### src/rtl/cpu_axi_pkg.sv
// Shared types and constants for the CPU-side AXI read path.
// Provides the read FSM state, requester owner encoding and AXI id/burst constants.
package cpu_axi_pkg;

    typedef enum logic [1:0] {
        IDLE,
        AR,
        R,
        RET
    } axi_rd_state_t;

    typedef enum logic [1:0] {
        ICACHE,
        DCACHE,
        UNCACHE
    } rd_owner_t;

    localparam logic [3:0] AXI_ID_ICACHE  = 4'd0;
    localparam logic [3:0] AXI_ID_DCACHE  = 4'd1;
    localparam logic [3:0] AXI_ID_UNCACHE = 4'd2;

    localparam logic [1:0] AXI_BURST_INCR = 2'b01;
    localparam logic [2:0] AXI_SIZE_WORD  = 3'd2;

endpackage

### src/rtl/rr_arbiter3.sv
// Three-way round-robin arbiter: one-hot grant, search starts after the last winner.
// Ports: clk, reset (async, high), req_i[2:0], update_i (commit grant), grant_o[2:0].
module rr_arbiter3 (
    input  logic       clk,
    input  logic       reset,
    input  logic [2:0] req_i,
    input  logic       update_i,
    output logic [2:0] grant_o
);

    logic [1:0] last_q;
    logic [1:0] last_d;

    // Reset value 2 makes requester 0 the first one searched.
    always_comb begin
        grant_o = 3'b000;
        case (last_q)
            2'd0: begin
                if (req_i[1])      grant_o = 3'b010;
                else if (req_i[2]) grant_o = 3'b100;
                else if (req_i[0]) grant_o = 3'b001;
            end
            2'd1: begin
                if (req_i[2])      grant_o = 3'b100;
                else if (req_i[0]) grant_o = 3'b001;
                else if (req_i[1]) grant_o = 3'b010;
            end
            default: begin
                if (req_i[0])      grant_o = 3'b001;
                else if (req_i[1]) grant_o = 3'b010;
                else if (req_i[2]) grant_o = 3'b100;
            end
        endcase
    end

    always_comb begin
        last_d = last_q;
        if (update_i) begin
            if (grant_o[0])      last_d = 2'd0;
            else if (grant_o[1]) last_d = 2'd1;
            else if (grant_o[2]) last_d = 2'd2;
        end
    end

    always_ff @(posedge clk or posedge reset) begin
        if (reset) last_q <= 2'd2;
        else       last_q <= last_d;
    end

endmodule

### src/rtl/axi_rd_arbiter.sv
// Shares one AXI AR/R pair between ICache fill, DCache fill and uncached reads.
// Ports: icache_*/dcache_*/uncache_* requester sides, AXI AR/R master, clk, reset.
module axi_rd_arbiter
    import cpu_axi_pkg::*;
#(
    parameter int unsigned LINE_BEATS = 4
) (
    input  logic         clk,
    input  logic         reset,

    input  logic         icache_req,
    input  logic         icache_uncache,
    input  logic [31:0]  icache_addr,
    output logic         icache_addr_ready,
    output logic         icache_data_ready,
    output logic [127:0] icache_rdata,

    input  logic         dcache_rd_req,
    input  logic [31:0]  dcache_rd_addr,
    output logic         dcache_rd_rdy,
    output logic         dcache_ret_valid,
    output logic [127:0] dcache_ret_data,

    input  logic         uncache_rd_req,
    input  logic [2:0]   uncache_rd_size,
    input  logic [31:0]  uncache_rd_addr,
    output logic         uncache_rd_rdy,
    output logic         uncache_ret_valid,
    output logic [31:0]  uncache_ret_data,

    output logic [3:0]   arid,
    output logic [31:0]  araddr,
    output logic [7:0]   arlen,
    output logic [2:0]   arsize,
    output logic [1:0]   arburst,
    output logic         arvalid,
    input  logic         arready,

    input  logic [3:0]   rid,
    input  logic [31:0]  rdata,
    input  logic [1:0]   rresp,
    input  logic         rlast,
    input  logic         rvalid,
    output logic         rready
);

    localparam logic [2:0] BEATS    = 3'(LINE_BEATS);
    localparam logic [7:0] LEN_LINE = 8'(LINE_BEATS - 1);

    axi_rd_state_t state_q, state_d;
    rd_owner_t     owner_q, owner_d;

    logic [31:0]  araddr_q, araddr_d;
    logic [7:0]   arlen_q, arlen_d;
    logic [2:0]   arsize_q, arsize_d;
    logic [3:0]   arid_q, arid_d;
    logic [1:0]   arburst_q, arburst_d;
    logic [2:0]   beat_q, beat_d;
    logic [2:0]   lim_q, lim_d;
    logic [127:0] line_q, line_d;
    logic [127:0] ic_data_q, ic_data_d;
    logic [127:0] dc_data_q, dc_data_d;
    logic [31:0]  uc_data_q, uc_data_d;

    logic [2:0] req_vec;
    logic [2:0] grant;
    logic       arb_update;
    logic       ar_hs;
    logic       beat_ok;
    logic       unused_rresp;

    assign unused_rresp = ^rresp;

    assign req_vec    = {uncache_rd_req, dcache_rd_req, icache_req};
    assign arb_update = (state_q == IDLE) && (|req_vec);
    assign ar_hs      = (state_q == AR) && arready;
    // Beats tagged for another id are dropped entirely.
    assign beat_ok    = (state_q == R) && rvalid && (rid == arid_q);

    rr_arbiter3 u_arb (
        .clk      (clk),
        .reset    (reset),
        .req_i    (req_vec),
        .update_i (arb_update),
        .grant_o  (grant)
    );

    always_comb begin
        state_d   = state_q;
        owner_d   = owner_q;
        araddr_d  = araddr_q;
        arlen_d   = arlen_q;
        arsize_d  = arsize_q;
        arid_d    = arid_q;
        arburst_d = arburst_q;
        beat_d    = beat_q;
        lim_d     = lim_q;
        line_d    = line_q;
        ic_data_d = ic_data_q;
        dc_data_d = dc_data_q;
        uc_data_d = uc_data_q;

        unique case (state_q)
            IDLE: begin
                if (|req_vec) begin
                    state_d   = AR;
                    beat_d    = 3'd0;
                    line_d    = '0;
                    arburst_d = AXI_BURST_INCR;
                    arsize_d  = AXI_SIZE_WORD;
                    unique case (1'b1)
                        grant[0]: begin
                            owner_d = ICACHE;
                            arid_d  = AXI_ID_ICACHE;
                            if (icache_uncache) begin
                                araddr_d = icache_addr;
                                arlen_d  = 8'd0;
                                lim_d    = 3'd1;
                            end else begin
                                araddr_d = {icache_addr[31:4], 4'h0};
                                arlen_d  = LEN_LINE;
                                lim_d    = BEATS;
                            end
                        end
                        grant[1]: begin
                            owner_d  = DCACHE;
                            arid_d   = AXI_ID_DCACHE;
                            araddr_d = {dcache_rd_addr[31:4], 4'h0};
                            arlen_d  = LEN_LINE;
                            lim_d    = BEATS;
                        end
                        grant[2]: begin
                            owner_d  = UNCACHE;
                            arid_d   = AXI_ID_UNCACHE;
                            araddr_d = uncache_rd_addr;
                            arlen_d  = 8'd0;
                            arsize_d = uncache_rd_size;
                            lim_d    = 3'd1;
                        end
                        default: ;
                    endcase
                end
            end
            AR: begin
                if (arready) state_d = R;
            end
            R: begin
                if (beat_ok) begin
                    // Surplus beats are dropped; only rlast ends the burst.
                    if (beat_q < lim_q) begin
                        line_d[{beat_q[1:0], 5'b0} +: 32] = rdata;
                        beat_d = beat_q + 3'd1;
                    end
                    if (rlast) begin
                        state_d = RET;
                        unique case (owner_q)
                            ICACHE:  ic_data_d = line_d;
                            DCACHE:  dc_data_d = line_d;
                            default: uc_data_d = line_d[31:0];
                        endcase
                    end
                end
            end
            RET: begin
                state_d = IDLE;
            end
            default: state_d = IDLE;
        endcase
    end

    always_ff @(posedge clk or posedge reset) begin
        if (reset) begin
            state_q   <= IDLE;
            owner_q   <= ICACHE;
            araddr_q  <= '0;
            arlen_q   <= '0;
            arsize_q  <= '0;
            arid_q    <= '0;
            arburst_q <= '0;
            beat_q    <= '0;
            lim_q     <= '0;
            line_q    <= '0;
            ic_data_q <= '0;
            dc_data_q <= '0;
            uc_data_q <= '0;
        end else begin
            state_q   <= state_d;
            owner_q   <= owner_d;
            araddr_q  <= araddr_d;
            arlen_q   <= arlen_d;
            arsize_q  <= arsize_d;
            arid_q    <= arid_d;
            arburst_q <= arburst_d;
            beat_q    <= beat_d;
            lim_q     <= lim_d;
            line_q    <= line_d;
            ic_data_q <= ic_data_d;
            dc_data_q <= dc_data_d;
            uc_data_q <= uc_data_d;
        end
    end

    assign arvalid = (state_q == AR);
    assign araddr  = araddr_q;
    assign arlen   = arlen_q;
    assign arsize  = arsize_q;
    assign arid    = arid_q;
    assign arburst = arburst_q;
    assign rready  = (state_q == R);

    assign icache_addr_ready = ar_hs && (owner_q == ICACHE);
    assign dcache_rd_rdy     = ar_hs && (owner_q == DCACHE);
    assign uncache_rd_rdy    = ar_hs && (owner_q == UNCACHE);

    assign icache_data_ready = (state_q == RET) && (owner_q == ICACHE);
    assign dcache_ret_valid  = (state_q == RET) && (owner_q == DCACHE);
    assign uncache_ret_valid = (state_q == RET) && (owner_q == UNCACHE);

    assign icache_rdata     = ic_data_q;
    assign dcache_ret_data  = dc_data_q;
    assign uncache_ret_data = uc_data_q;

    a_rid_match: assert property (@(posedge clk) disable iff (reset)
        (state_q == R && rvalid) |-> (rid == arid_q))
        else $warning("R beat rid %0d dropped, owner id %0d", rid, arid_q);

endmodule

### config.mk
export PLATFORM = sky130hd
export DESIGN_NAME = axi_rd_arbiter
export DESIGN_NICKNAME = d
export VERILOG_FILES = /design/src/rtl/cpu_axi_pkg.sv /design/src/rtl/rr_arbiter3.sv /design/src/rtl/axi_rd_arbiter.sv
export SDC_FILE = /design/constraint.sdc
export NUM_CORES = 1
export LEC_CHECK = 0
export BUFFER_PORTS_ARGS = -buffer_cell sky130_fd_sc_hd__buf_2
export CAP_MARGIN = 5
export CELL_PAD_IN_SITES_DETAIL_PLACEMENT = 1
export CELL_PAD_IN_SITES_GLOBAL_PLACEMENT = 2
export CORE_UTILIZATION = 35
export CTS_CLUSTER_SIZE = 24
export DETAILED_ROUTE_END_ITERATION = 7
export PLACE_DENSITY_LB_ADDON = 0.1
export SLEW_MARGIN = 25
export SYNTH_ARGS = -nofsm -noshare
export SYNTH_HDL_FRONTEND = slang
export SYNTH_SLANG_ARGS = --single-unit
### constraint.sdc
create_clock -name clk -period 46.2 [get_ports clk]
set_input_delay 9.24 -clock clk [delete_from_list [all_inputs] [get_ports clk]]
set_output_delay 9.24 -clock clk [all_outputs]
set_load 0.02 [all_outputs]
Word-level counts from Yosys, hierarchy flattened --
Cells that the tools add are included.
Storage, ports and cells: flip-flop bits (word level) 476, bits of input ports 146, output and inout bits 345, word-level logic and storage cells 94
Cells by class: add/subtract/negate cells 2, order comparisons 1, equality and inequality tests 12, shift operators 2, multiplexer cells 36, bitwise gates (word level) 1, reductions and logical operators 26
Operator list (count):
- 2-to-1 mux 128 bit | 3
- case mux 128 bit (2 select lines) | 1
- bitwise mux 128 bit | 1
- variable shift 32 x 9 -> 128 bit, first input constant | 1
- indexed part select 32 x 9 -> 128 bit | 1
- case mux 32 bit (3 select lines) | 1
- 2-to-1 mux 3 bit | 12
- case mux 8 bit (3 select lines) | 1
- AND reduction 4 bit | 5
- 2-to-1 mux 2 bit | 9
- case mux 3 bit (2 select lines) | 2
- case mux 4 bit (3 select lines) | 1
- logical AND 1 bit | 10
- negation 7 -> 9 bit | 1
- case mux 3 bit (3 select lines) | 1
- inequality test 2 x 1 -> 1 bit, second input constant | 4
- case mux 2 bit (4 select lines) | 1
- == test 2 x 1 -> 1 bit, second input constant | 3
- == test 2 bit, second input constant | 3
- logical NOT 2 bit | 3
- case mux 2 bit (3 select lines) | 1
- AND reduction 3 bit | 2
- == test 4 bit | 1
- 2-to-1 mux 4 bit | 1
- other kinds (10) | 11

Logic depth before layout (Yosys ltp) --
Gate-level depths: netlist of run 1.
word-level depth 7, mapped depth 11

Cells and area by module --
From an unflattened synthesis of run 1, not the netlist that was laid out.
Unflattened totals: cell total of the unflattened synthesis 1617, area, all modules 18844.3 sq um
Modules (own cells, without submodules):
- axi_rd_arbiter | times used 1, cells an instance 1596, area each 18680.4 sq um, sequential area each 11536.1 sq um
- rr_arbiter3 | times used 1, cells an instance 21, area each 163.9 sq um, sequential area each 51.3 sq um

Worst setup path after synthesis of run 1 --
No wires, ideal clock.
path type input-to-output, start point input port arready, end point output port uncache_rd_rdy, arrival 9846 ps, data required time 36960 ps, path slack 27114 ps, cell stages on the path 2, path through nand2_1 nor3b_1
Between the ends: longest elaborated chain between the ends 2
RTL lines:
- start: declaration | RTL line axi_rd_arbiter.sv:37 | input logic arready,
- logical AND 1 bit | RTL line axi_rd_arbiter.sv:76 | assign ar_hs = (state_q == AR) && arready;
- logical AND 1 bit | RTL line axi_rd_arbiter.sv:213 | assign uncache_rd_rdy = ar_hs && (owner_q == UNCACHE);
- end: declaration | RTL line axi_rd_arbiter.sv:27 | output logic uncache_rd_rdy,
No other way between the ends.

Worst setup path in the final report of run 1 --
Same ends and word-level chain as after synthesis.

==> flow_results.xml, run 1 <==
<?xml version="1.0" encoding="UTF-8"?>
<metrics>
  <group name="logic_synthesis">
    <metric name="synth.ff_latch_count" unit="">463</metric>
    <metric name="yosys_warnings" unit="">0</metric>
    <metric name="count_of_unique_library_cells_instantiated_by_yosys" unit="">51</metric>
    <metric name="portion_of_netlist_area_occupied_by_mux_cells" unit="">0.0006029</metric>
    <metric name="ys_async_sr_fraction" unit="">1.000</metric>
    <metric name="synthSimpleGateAreaFrac" unit="">0.1083</metric>
    <metric name="synth.cell_area" unit="sq mm">0.01868</metric>
    <metric name="ys_seq_area_frac" unit="">0.6204</metric>
    <metric name="syn_avg_cell_area" unit="sq um">10.56</metric>
    <metric name="synth-compound-area-share" unit="">0.2177</metric>
    <metric name="synthXorXnorAreaFrac" unit="">0.001340</metric>
    <metric name="synthesis.instances" unit="">1768</metric>
    <metric name="synth_edf_count" unit="">0</metric>
    <metric name="combinational_family_with_the_most_area_after_synthesis" unit="">compound AO/OA/AOI/OAI gates</metric>
    <metric name="post_synth_fa_ha_maj_area_fraction" unit="">0.006699</metric>
    <metric name="postSynth.topFlopCell" unit="">dfrtp_1</metric>
  </group>
  <group name="sta">
    <metric name="finClkSkew" unit="ps">13.10</metric>
    <metric name="setup_viol" unit="">0</metric>
    <metric name="grt_setup_unrepaired" unit="">no</metric>
    <metric name="layout_setup_ws" unit="ps">27070</metric>
    <metric name="post-route-min-period" unit="ps">19130</metric>
    <metric name="fmax" unit="GHz">0.05226</metric>
    <metric name="timing.setup.tns" unit="ps">0</metric>
    <metric name="number_of_pins_with_negative_max_slew_slack_in_the_final_report" unit="">0</metric>
    <metric name="fin_hold_viols" unit="">0</metric>
    <metric name="relSlewSlack" unit="">0.3441</metric>
    <metric name="tightestPinTransition" unit="ps">983.8</metric>
    <metric name="finalCritPeriodShare" unit="">0.4142</metric>
  </group>
  <group name="clock_network">
    <metric name="cts_sinks" unit="">463</metric>
    <metric name="cts.htree.levels" unit="">2</metric>
    <metric name="cts_buffers" unit="">51</metric>
    <metric name="clk_latency" unit="ps">610</metric>
    <metric name="tritoncts" unit="">done</metric>
    <metric name="postCtsResizedCells" unit="">0</metric>
    <metric name="cts.repair_timing.setup_buffer_count" unit="">0</metric>
    <metric name="clk_transition_reported_paths" unit="ps">60</metric>
    <metric name="cts.root.buffer_cell" unit="">clkbuf_16</metric>
    <metric name="cts-root-to-sink-buffers" unit="">3</metric>
    <metric name="hold_bufs_inserted_after_cts" unit="">0</metric>
  </group>
  <group name="final_layout">
    <metric name="area_delta_synth_final" unit="%">23.84</metric>
    <metric name="drive_gt1_frac" unit="">0.2732</metric>
    <metric name="fin_nets" unit="">2325</metric>
    <metric name="final.fill_count" unit="">5930</metric>
  </group>
  <group name="detailed_routing">
    <metric name="dr.pass1.iters" unit="">5</metric>
    <metric name="dr.max_layer_used" unit="">met5</metric>
    <metric name="dr.first_iter.drc_count" unit="">921</metric>
    <metric name="met3_length" unit="mm">4.199</metric>
    <metric name="wl_met2" unit="mm">31.46</metric>
    <metric name="met1Wirelength" unit="mm">29.91</metric>
    <metric name="detail-route-antenna-nets" unit="">0</metric>
    <metric name="drc" unit="">0</metric>
    <metric name="post_drt_via_cell_ratio" unit="">5.298</metric>
    <metric name="via_count" unit="">15350</metric>
    <metric name="post_detailed_routing_wire_length" unit="mm">66.89</metric>
    <metric name="routedWlPerCell" unit="um">23.08</metric>
  </group>
  <group name="critical_path">
    <metric name="rrSetupSlack" unit="ps">42540</metric>
    <metric name="worstRegToRegCells" unit="">7</metric>
    <metric name="cp_data_required_time" unit="ps">36960</metric>
    <metric name="worst_setup_path_endpoint" unit="">uncache_rd_rdy</metric>
    <metric name="cp-startpoint" unit="">arready</metric>
    <metric name="type_of_element_capturing_the_critical_path" unit="">output port</metric>
    <metric name="arrival" unit="ps">9890</metric>
    <metric name="crit-reg2reg-launch" unit="">state_q[0]</metric>
    <metric name="critPathLaunchType" unit="">primary input</metric>
    <metric name="reg2reg_end" unit="">line_q[9]</metric>
    <metric name="worstSetupPathType" unit="">primary input to output port</metric>
    <metric name="timing.critical_path.fanout_max" unit="">3</metric>
  </group>
  <group name="floorplan">
    <metric name="die_area" unit="sq mm">0.05429</metric>
    <metric name="die_width" unit="um">233</metric>
    <metric name="io-pin-count" unit="">491</metric>
    <metric name="core" unit="sq mm">0.05266</metric>
    <metric name="num_rows" unit="">84</metric>
    <metric name="effective_utilization_at_floorplan" unit="">0.3547</metric>
    <metric name="die_height" unit="um">233</metric>
  </group>
  <group name="run_status">
    <metric name="run_status" unit="">finished clean</metric>
  </group>
  <group name="global_route">
    <metric name="first_pass_grt_wire_length" unit="mm">102.3</metric>
    <metric name="grt_pass1_vias" unit="">16260</metric>
    <metric name="maximum_number_of_pins_on_one_net_before_global_route_repair" unit="">132</metric>
    <metric name="gr_overflow_total" unit="">0</metric>
    <metric name="gr-usage-all-layers" unit="">0.2474</metric>
    <metric name="number_of_antenna_violations_at_the_first_check_in_global_routing" unit="">6</metric>
  </group>
  <group name="placement">
    <metric name="place_hpwl" unit="mm">45.86</metric>
    <metric name="buffer_ports.inserted" unit="">475</metric>
    <metric name="dpl_worst_slack" unit="ps">27040</metric>
    <metric name="gp_congestion" unit="">0.8016</metric>
  </group>
  <group name="run">
    <metric name="max_cap_violations" unit="">0</metric>
  </group>
  <group name="worst_hold_path">
    <metric name="hold_class" unit="">flip-flop to flip-flop</metric>
  </group>
  <group name="power_and_ir_drop">
    <metric name="maximum_resistive_drop_on_vdd" unit="uV">27.12</metric>
    <metric name="p_leak" unit="nW">11.35</metric>
    <metric name="power_density" unit="mW/mm^2">49.60</metric>
  </group>
</metrics>
-- cell usage after synthesis, types with 2 or more instances --
library cell / instances / share of area
o21ai_2: 2 / 0.00094
nand2b_1: 5 / 0.0017
o21ai_1: 29 / 0.0078
and2_1: 4 / 0.0013
inv_1: 10 / 0.0020
o21a_1: 2 / 0.00080
buf_6: 16 / 0.0096
a22oi_1: 96 / 0.039
a221oi_1: 4 / 0.0019
or4_1: 2 / 0.00080
o2bb2ai_1: 96 / 0.045
nand2_1: 399 / 0.080
o22ai_1: 3 / 0.0010
nor3b_1: 3 / 0.0012
a22o_1: 32 / 0.015
nor2_1: 46 / 0.0092
or3_1: 4 / 0.0013
ha_1: 10 / 0.0067
buf_4: 13 / 0.0052
a21o_1: 5 / 0.0020
clkbuf_2: 2 / 0.00054
nor3_1: 3 / 0.00080
o21ai_0: 291 / 0.078
clkbuf_1: 98 / 0.020
a21oi_1: 35 / 0.0094
buf_2: 27 / 0.0072
buf_1: 2 / 0.00040
nand3_1: 12 / 0.0032
nor2b_1: 7 / 0.0023
dfrtp_1: 462 / 0.62
a222oi_1: 28 / 0.015
-- routing by layer --
metal	vias to the layer above	GRT usage
met5	-	0
met4	2	0.06373
met3	80	0.06042
met2	436	0.3944
met1	7805	0.3358
li1	7031	-
-- worst min-delay path by stage --
stage / start / end / slack [ps] / cells past startpoint
floorplan: line_q[100] / line_q[100] / 460 / 1
global placement: arburst[0] / arburst[0] / 440 / 1
detailed placement: icache_rdata[3] / icache_rdata[3] / 460 / 2
CTS: icache_rdata[3] / icache_rdata[3] / 480 / 2
global route: icache_rdata[114] / icache_rdata[114] / 490 / 2
finish: icache_rdata[3] / icache_rdata[3] / 470 / 2
-- area by class of cell --
| type | instances | area, sq um | share of cell area |
|---|---|---|---|
| Timing Repair Buffer | 498 | 2577 | 0.1114 |
| Sequential cell | 463 | 11590 | 0.5010 |
| Tap cell | 688 | 860.8 | 0.03722 |
| Clock inverter | 9 | 110.1 | 0.004761 |
| Clock buffer | 82 | 1565 | 0.06768 |
| Antenna cell | 3 | 7.507 | 0.0003246 |
| Multi-Input combinational cell | 1145 | 6370 | 0.2754 |
| Inverter | 10 | 50.05 | 0.002164 |
-- logic make-up after synthesis --
kind of cell               Yosys count
AOI/OAI and AO/OA                  628
xor gates and xnor gates             2
adders and majority gates           10
buffers and inverters              168
DFF                                463
muxes                                1
other                                1
and+or+nand+nor                    495
-- placed cells by master, fill, tap and decap left out, types with 4 or more instances in the layout --
cell type	instances
nand2_1	399
buf_2	475
nor2b_1	7
o21ai_0	289
ha_1	10
o2bb2ai_1	96
a21oi_1	35
a22o_1	32
conb_1	9
clkbuf_8	13
clkbuf_16	53
a21o_2	4
nor2_1	46
a22oi_1	96
o21ai_1	28
clkbuf_1	16
nand3_1	12
dfrtp_1	462
inv_1	9
a221oi_1	4
nand2b_1	4
o21ai_4	4
a222oi_1	28
buf_4	19
clkinv_2	6
-- critical path: stages --
cell and delay, ps:
buf_2 80, nand2_1 140, nor3b_1 230, buf_2 200
-- through the flow --
stage	total power, mW	area (sq um)	hold WS, ps	instances	utilization
5_1_grt	1.202	23130	493.0	2897	0.4392
4_1_cts	1.160	23090	477.7	2894	0.4385
6_report	1.147	23130	469.1	2898	0.4392
3_3_place_gp	0.7414	21380	444.0	2801	0.4061
3_5_place_dp	0.7457	21410	464.7	2803	0.4066
2_1_floorplan	0.6368	18710	456.5	1776	-
-- power breakdown --
group,leakage [nW],internal [mW],switching (mW)
Combinational,4.14,0.0695,0.206
Sequential,6.39,0.438,0.0222
Clock,0.827,0.242,0.169
-- sequential cells by signal, indices dropped and copies added, names as in the netlist --
register	cells
icache_rdata	128
u_arb.last_q	2
araddr	32
owner_q	2
beat_q	3
state_q	2
uncache_ret_data	32
arburst	1
arsize	3
arlen	1
dcache_ret_data	128
lim_q	1
line_q	128
(Power assumes the default switching activity.)
==> run 2, diff against run 1 <==
Settings changed: CORE_UTILIZATION 35 to 33.
Clock period 46.2 ns to 18.6 ns, I/O delays scaled along.
==> run 2 against run 1 <==
Compared with the run above: clock power increased by 150%; die area rose by 6.0%; sequential share of layout area fell by 0.18 points; cell area grew 0.36%; cell count rose by 2.0%; worst hold slack worse by 6.9 ps.
==> flow_results.xml, run 2 (synthesis gave the netlist of run 1 again) <==
<?xml version="1.0" encoding="UTF-8"?>
<metrics>
  <group name="run_status">
    <metric name="run_status" unit="">finished clean</metric>
  </group>
  <group name="detailed_routing">
    <metric name="post_detailed_routing_wire_length" unit="mm">66.10</metric>
    <metric name="dr.pass1.iters" unit="">8</metric>
    <metric name="post_drt_via_cell_ratio" unit="">5.144</metric>
    <metric name="drc" unit="">0</metric>
    <metric name="via_count" unit="">15210</metric>
    <metric name="dr.first_iter.drc_count" unit="">980</metric>
    <metric name="detail-route-antenna-nets" unit="">0</metric>
    <metric name="routedWlPerCell" unit="um">22.35</metric>
  </group>
  <group name="clock_network">
    <metric name="cts.root.buffer_cell" unit="">clkbuf_16</metric>
    <metric name="hold_bufs_inserted_after_cts" unit="">0</metric>
    <metric name="cts-root-to-sink-buffers" unit="">3</metric>
    <metric name="cts_buffers" unit="">52</metric>
    <metric name="tritoncts" unit="">done</metric>
    <metric name="cts.htree.levels" unit="">2</metric>
    <metric name="cts_sinks" unit="">463</metric>
    <metric name="cts.repair_timing.setup_buffer_count" unit="">0</metric>
    <metric name="clk_latency" unit="ps">590</metric>
    <metric name="postCtsResizedCells" unit="">0</metric>
    <metric name="clk_transition_reported_paths" unit="ps">60</metric>
  </group>
  <group name="floorplan">
    <metric name="core" unit="sq mm">0.05552</metric>
    <metric name="die_height" unit="um">239.9</metric>
    <metric name="die_area" unit="sq mm">0.05755</metric>
    <metric name="die_width" unit="um">239.9</metric>
    <metric name="effective_utilization_at_floorplan" unit="">0.3364</metric>
    <metric name="num_rows" unit="">86</metric>
    <metric name="io-pin-count" unit="">491</metric>
  </group>
  <group name="critical_path">
    <metric name="timing.critical_path.fanout_max" unit="">3</metric>
    <metric name="arrival" unit="ps">4270</metric>
    <metric name="critPathLaunchType" unit="">primary input</metric>
    <metric name="reg2reg_end" unit="">icache_rdata[26]</metric>
    <metric name="worstRegToRegCells" unit="">8</metric>
    <metric name="crit_path_frequent_cell" unit="">buf_2</metric>
    <metric name="cp_data_required_time" unit="ps">14880</metric>
    <metric name="rrSetupSlack" unit="ps">15070</metric>
    <metric name="worstSetupPathType" unit="">primary input to output port</metric>
    <metric name="type_of_element_capturing_the_critical_path" unit="">output port</metric>
    <metric name="path_cells" unit="">buf_2 &gt; nand2_1 &gt; nor3b_1 &gt; buf_2</metric>
    <metric name="crit-reg2reg-launch" unit="">state_q[0]</metric>
    <metric name="max_stage_delay" unit="ps">190</metric>
    <metric name="cp_slowest_cell" unit="">buf_2</metric>
  </group>
  <group name="sta">
    <metric name="tightestPinTransition" unit="ps">951.2</metric>
    <metric name="timing.setup.tns" unit="ps">0</metric>
    <metric name="number_of_pins_with_negative_max_slew_slack_in_the_final_report" unit="">0</metric>
    <metric name="relSlewSlack" unit="">0.3611</metric>
    <metric name="setup_viol" unit="">0</metric>
    <metric name="finClkSkew" unit="ps">8.332</metric>
    <metric name="post-route-min-period" unit="ps">7995</metric>
    <metric name="finalCritPeriodShare" unit="">0.4298</metric>
    <metric name="fin_hold_viols" unit="">0</metric>
    <metric name="grt_setup_unrepaired" unit="">no</metric>
    <metric name="layout_setup_ws" unit="ps">10610</metric>
    <metric name="fmax" unit="GHz">0.1251</metric>
  </group>
  <group name="global_route">
    <metric name="number_of_antenna_violations_at_the_first_check_in_global_routing" unit="">4</metric>
    <metric name="first_pass_grt_wire_length" unit="mm">100.2</metric>
    <metric name="grt_pass1_vias" unit="">16000</metric>
    <metric name="gr_overflow_total" unit="">0</metric>
    <metric name="gr-usage-all-layers" unit="">0.2294</metric>
    <metric name="maximum_number_of_pins_on_one_net_before_global_route_repair" unit="">120</metric>
  </group>
  <group name="worst_hold_path">
    <metric name="hold_class" unit="">flip-flop to flip-flop</metric>
    <metric name="hold-path-endpoint" unit="">arburst[0]</metric>
    <metric name="hold_path_depth" unit="">1</metric>
    <metric name="hp-start" unit="">arburst[0]</metric>
  </group>
  <group name="placement">
    <metric name="buffer_ports.inserted" unit="">475</metric>
    <metric name="place_hpwl" unit="mm">45.42</metric>
    <metric name="dpl_worst_slack" unit="ps">10610</metric>
    <metric name="gp_congestion" unit="">0.7865</metric>
    <metric name="dpl_cell_area" unit="sq mm">0.02149</metric>
  </group>
  <group name="final_layout">
    <metric name="drive_gt1_frac" unit="">0.2740</metric>
    <metric name="fin_nets" unit="">2328</metric>
    <metric name="layout.cells.most_common_list" unit="">buf_2, dfrtp_1, nand2_1, o21ai_0</metric>
    <metric name="seq_area" unit="sq mm">0.01159</metric>
    <metric name="area_delta_synth_final" unit="%">24.28</metric>
    <metric name="final_common_cell" unit="">buf_2</metric>
    <metric name="multi_input_logic_area" unit="sq mm">0.006369</metric>
    <metric name="final.fill_count" unit="">6370</metric>
    <metric name="final_design_area_no_fill" unit="sq mm">0.02321</metric>
  </group>
  <group name="power_and_ir_drop">
    <metric name="p_leak" unit="nW">11.36</metric>
    <metric name="power_density" unit="mW/mm^2">122.6</metric>
    <metric name="maximum_resistive_drop_on_vdd" unit="uV">82.17</metric>
  </group>
  <group name="run">
    <metric name="max_cap_violations" unit="">0</metric>
  </group>
</metrics>
run 2: cell count changes in the layout (fill, tap and decap cells not counted), moves of 2 or more:
| cell | change |
|---|---|
| clkbuf_1 | -2 |
| diode_2 | -2 |
| buf_6 | +2 |
| clkinvlp_4 | +2 |
run 2: where the power goes:
group | switching (mW) | internal [mW] | total (mW)
combinational | 0.507 | 0.175 | 0.682
sequential | 0.0517 | 1.09 | 1.14
clock | 0.414 | 0.609 | 1.02
total | 0.972 | 1.87 | 2.84
run 2: area by class of cell:
class                      instances  share of cell area
timing repair buffer             500              0.1117
multi-input combinational       1145              0.2744
clock inverter                    11            0.005822
antenna                            1           0.0001078
inverter                          10            0.001941
tap                              748             0.04032
clock buffer                      79             0.06652
sequential                       463              0.4992
run 2: worst max path at each step:
stage / slack (ps) / start / depth (start not counted) / end
final: 10610 / arready / 4 / uncache_rd_rdy
after global routing: 10560 / arready / 4 / uncache_rd_rdy
after global placement: 10610 / arready / 4 / uncache_rd_rdy
after detailed placement: 10610 / arready / 4 / uncache_rd_rdy
after CTS: 10600 / arready / 4 / uncache_rd_rdy
after floorplan: 1970 / reset / 1 / araddr[0]
run 2: critical path, delay by kind of cell:
family	cells	cell delay, ps
buf+inv	2	290
simple gates	2	270
run 2: through the flow:
stage                 util  std cells  power (mW)  hold slack [ps]
floorplan                -       1776       1.582            456.5
global placement    0.3869       2864       1.836            448.5
detailed placement  0.3871       2865       1.851            454.4
CTS                 0.4173       2955       2.888            470.7
global route        0.4180       2957       2.984            494.9
finish              0.4180       2957       2.845            462.2
run 2: layer usage:
layer	routed length, um	up-vias	GRT usage
met5	27	-	0
met2	31780	454	0.3759
li1	-	7030	-
met3	4504	76	0.06131
met1	28650	7646	0.3029
met4	1135	4	0.05076
==> run 3, diff against run 2 <==
Clock period 18.6 ns to 7.4 ns, I/O delays scaled along.
==> run 3 against run 2 <==
Compared with the run above: register-to-register slack worse by 11000 ps; cell area increased by 0.13%; power grew 150%; clock skew grew 9.3 ps.
==> flow_results.xml, run 3 (synthesis gave the netlist of run 1 again) <==
<?xml version="1.0" encoding="UTF-8"?>
<metrics>
  <group name="run_status">
    <metric name="run_status" unit="">finished clean</metric>
  </group>
  <group name="detailed_routing">
    <metric name="drc" unit="">0</metric>
    <metric name="routedWlPerCell" unit="um">22.30</metric>
    <metric name="dr.first_iter.drc_count" unit="">894</metric>
    <metric name="dr.pass1.iters" unit="">7</metric>
    <metric name="via_count" unit="">15170</metric>
    <metric name="detail-route-antenna-nets" unit="">0</metric>
    <metric name="post_detailed_routing_wire_length" unit="mm">66.12</metric>
    <metric name="post_drt_via_cell_ratio" unit="">5.115</metric>
  </group>
  <group name="global_route">
    <metric name="number_of_antenna_violations_at_the_first_check_in_global_routing" unit="">3</metric>
    <metric name="gr-usage-all-layers" unit="">0.2291</metric>
    <metric name="gr_overflow_total" unit="">0</metric>
    <metric name="maximum_number_of_pins_on_one_net_before_global_route_repair" unit="">172</metric>
    <metric name="grt_pass1_vias" unit="">15990</metric>
    <metric name="first_pass_grt_wire_length" unit="mm">100.3</metric>
  </group>
  <group name="final_layout">
    <metric name="final_common_cell" unit="">buf_2</metric>
    <metric name="area_delta_synth_final" unit="%">24.45</metric>
    <metric name="layout.cells.most_common_list" unit="">buf_2, dfrtp_1, nand2_1, o21ai_0</metric>
    <metric name="final-instance-count-excl-fill" unit="">2965</metric>
    <metric name="fin_nets" unit="">2328</metric>
    <metric name="drive_gt1_frac" unit="">0.2738</metric>
  </group>
  <group name="sta">
    <metric name="finClkSkew" unit="ps">17.61</metric>
    <metric name="final.hold.worst_slack" unit="ps">469.4</metric>
    <metric name="timing.setup.tns" unit="ps">0</metric>
    <metric name="grt_setup_unrepaired" unit="">no</metric>
    <metric name="post-route-min-period" unit="ps">3532</metric>
    <metric name="finalCritPeriodShare" unit="">0.4773</metric>
    <metric name="layout_setup_ws" unit="ps">3868</metric>
    <metric name="tightestPinTransition" unit="ps">931.9</metric>
    <metric name="fin_hold_viols" unit="">0</metric>
    <metric name="fmax" unit="GHz">0.2831</metric>
    <metric name="setup_viol" unit="">0</metric>
    <metric name="relSlewSlack" unit="">0.3787</metric>
    <metric name="number_of_pins_with_negative_max_slew_slack_in_the_final_report" unit="">0</metric>
  </group>
  <group name="placement">
    <metric name="gp_congestion" unit="">0.7913</metric>
    <metric name="placed_cells" unit="">2864</metric>
    <metric name="buffer_ports.inserted" unit="">475</metric>
    <metric name="dpl_worst_slack" unit="ps">3508</metric>
    <metric name="place_hpwl" unit="mm">45.26</metric>
  </group>
  <group name="floorplan">
    <metric name="io-pin-count" unit="">491</metric>
    <metric name="die_height" unit="um">239.9</metric>
    <metric name="die_area" unit="sq mm">0.05755</metric>
    <metric name="effective_utilization_at_floorplan" unit="">0.3364</metric>
    <metric name="num_rows" unit="">86</metric>
    <metric name="core" unit="sq mm">0.05552</metric>
    <metric name="die_width" unit="um">239.9</metric>
  </group>
  <group name="clock_network">
    <metric name="cts-root-to-sink-buffers" unit="">3</metric>
    <metric name="cts.repair_timing.setup_buffer_count" unit="">0</metric>
    <metric name="cts_buffers" unit="">52</metric>
    <metric name="cts.root.buffer_cell" unit="">clkbuf_16</metric>
    <metric name="cts.htree.levels" unit="">2</metric>
    <metric name="tritoncts" unit="">done</metric>
    <metric name="hold_bufs_inserted_after_cts" unit="">0</metric>
    <metric name="postCtsResizedCells" unit="">0</metric>
    <metric name="cts_sinks" unit="">463</metric>
    <metric name="clk_latency" unit="ps">590</metric>
    <metric name="clk_transition_reported_paths" unit="ps">60</metric>
  </group>
  <group name="critical_path">
    <metric name="cp_data_required_time" unit="ps">5920</metric>
    <metric name="type_of_element_capturing_the_critical_path" unit="">output port</metric>
    <metric name="timing.critical_path.fanout_max" unit="">3</metric>
    <metric name="worstSetupPathType" unit="">primary input to output port</metric>
    <metric name="critPathLaunchType" unit="">primary input</metric>
    <metric name="arrival" unit="ps">2050</metric>
  </group>
  <group name="worst_hold_path">
    <metric name="hold_class" unit="">flip-flop to flip-flop</metric>
  </group>
  <group name="run">
    <metric name="max_cap_violations" unit="">0</metric>
  </group>
  <group name="power_and_ir_drop">
    <metric name="power_density" unit="mW/mm^2">305.8</metric>
    <metric name="maximum_resistive_drop_on_vdd" unit="uV">203.7</metric>
    <metric name="p_leak" unit="nW">11.36</metric>
  </group>
</metrics>
## run 3: cell count changes in the layout (fill, tap and decap cells not counted), moves of 2 or more
cell	delta
buf_6	-4
clkbuf_1	+4
inv_6	+2
diode_2	+3
buf_16	+2
bufinv_16	-2
buf_12	+2
## run 3: power by group
| group | switching [mW] | internal [mW] | leakage, nW |
|---|---|---|---|
| clock | 1.06 | 1.47 | 0.812 |
| sequential | 0.133 | 2.74 | 6.39 |
| combinational | 1.27 | 0.442 | 4.17 |
| total | 2.46 | 4.65 | 11.4 |
## run 3: stage by stage
| stage | instance area (sq um) | power, mW | utilization |
|---|---|---|---|
| after floorplan | 18710 | 3.976 | - |
| after global placement | 21510 | 4.611 | 0.3875 |
| after detailed placement | 21520 | 4.644 | 0.3876 |
| after CTS | 23180 | 7.221 | 0.4174 |
| after global routing | 23240 | 7.484 | 0.4185 |
| final | 23240 | 7.108 | 0.4186 |
## run 3: area by class of cell
type                    count  area [sq um]
fillers                  6356         32280
inverters                  10         41.29
flip-flops and latches    463         11590
diodes                      4         10.01
clock inverters            12         97.59
repair buffers            500          2643
well taps                 748         935.9
clock buffers              83          1559
multi-input cells        1145          6369
## run 3: worst max-delay path, cell delays in order
cell and delay [ps]:
buf_2 90, nand2_1 90, nor3b_1 200, buf_2 200
## run 3: worst paths after layout
path / startpoint / endpoint / slack (ps) / cells after the start
min in group asynchronous: reset / uncache_ret_data[2] / 1010 / 2
worst max-delay path: arready / uncache_rd_rdy / 3870 / 4
worst min-delay path: araddr[6] / araddr[6] / 470 / 2
worst max register to register: state_q[0] / line_q[9] / 4070 / 8
worst min register to register: araddr[6] / araddr[6] / 470 / 2
max in group asynchronous: reset / uncache_ret_data[13] / 4750 / 4
## run 3: layer usage
layer / track usage / vias up / routed length (um)
met5: 0 / - / 17
met4: 0.05289 / 2 / 1150
met3: 0.05936 / 68 / 4387
met2: 0.3708 / 417 / 31460
met1: 0.3070 / 7627 / 29110
li1: - / 7051 / -
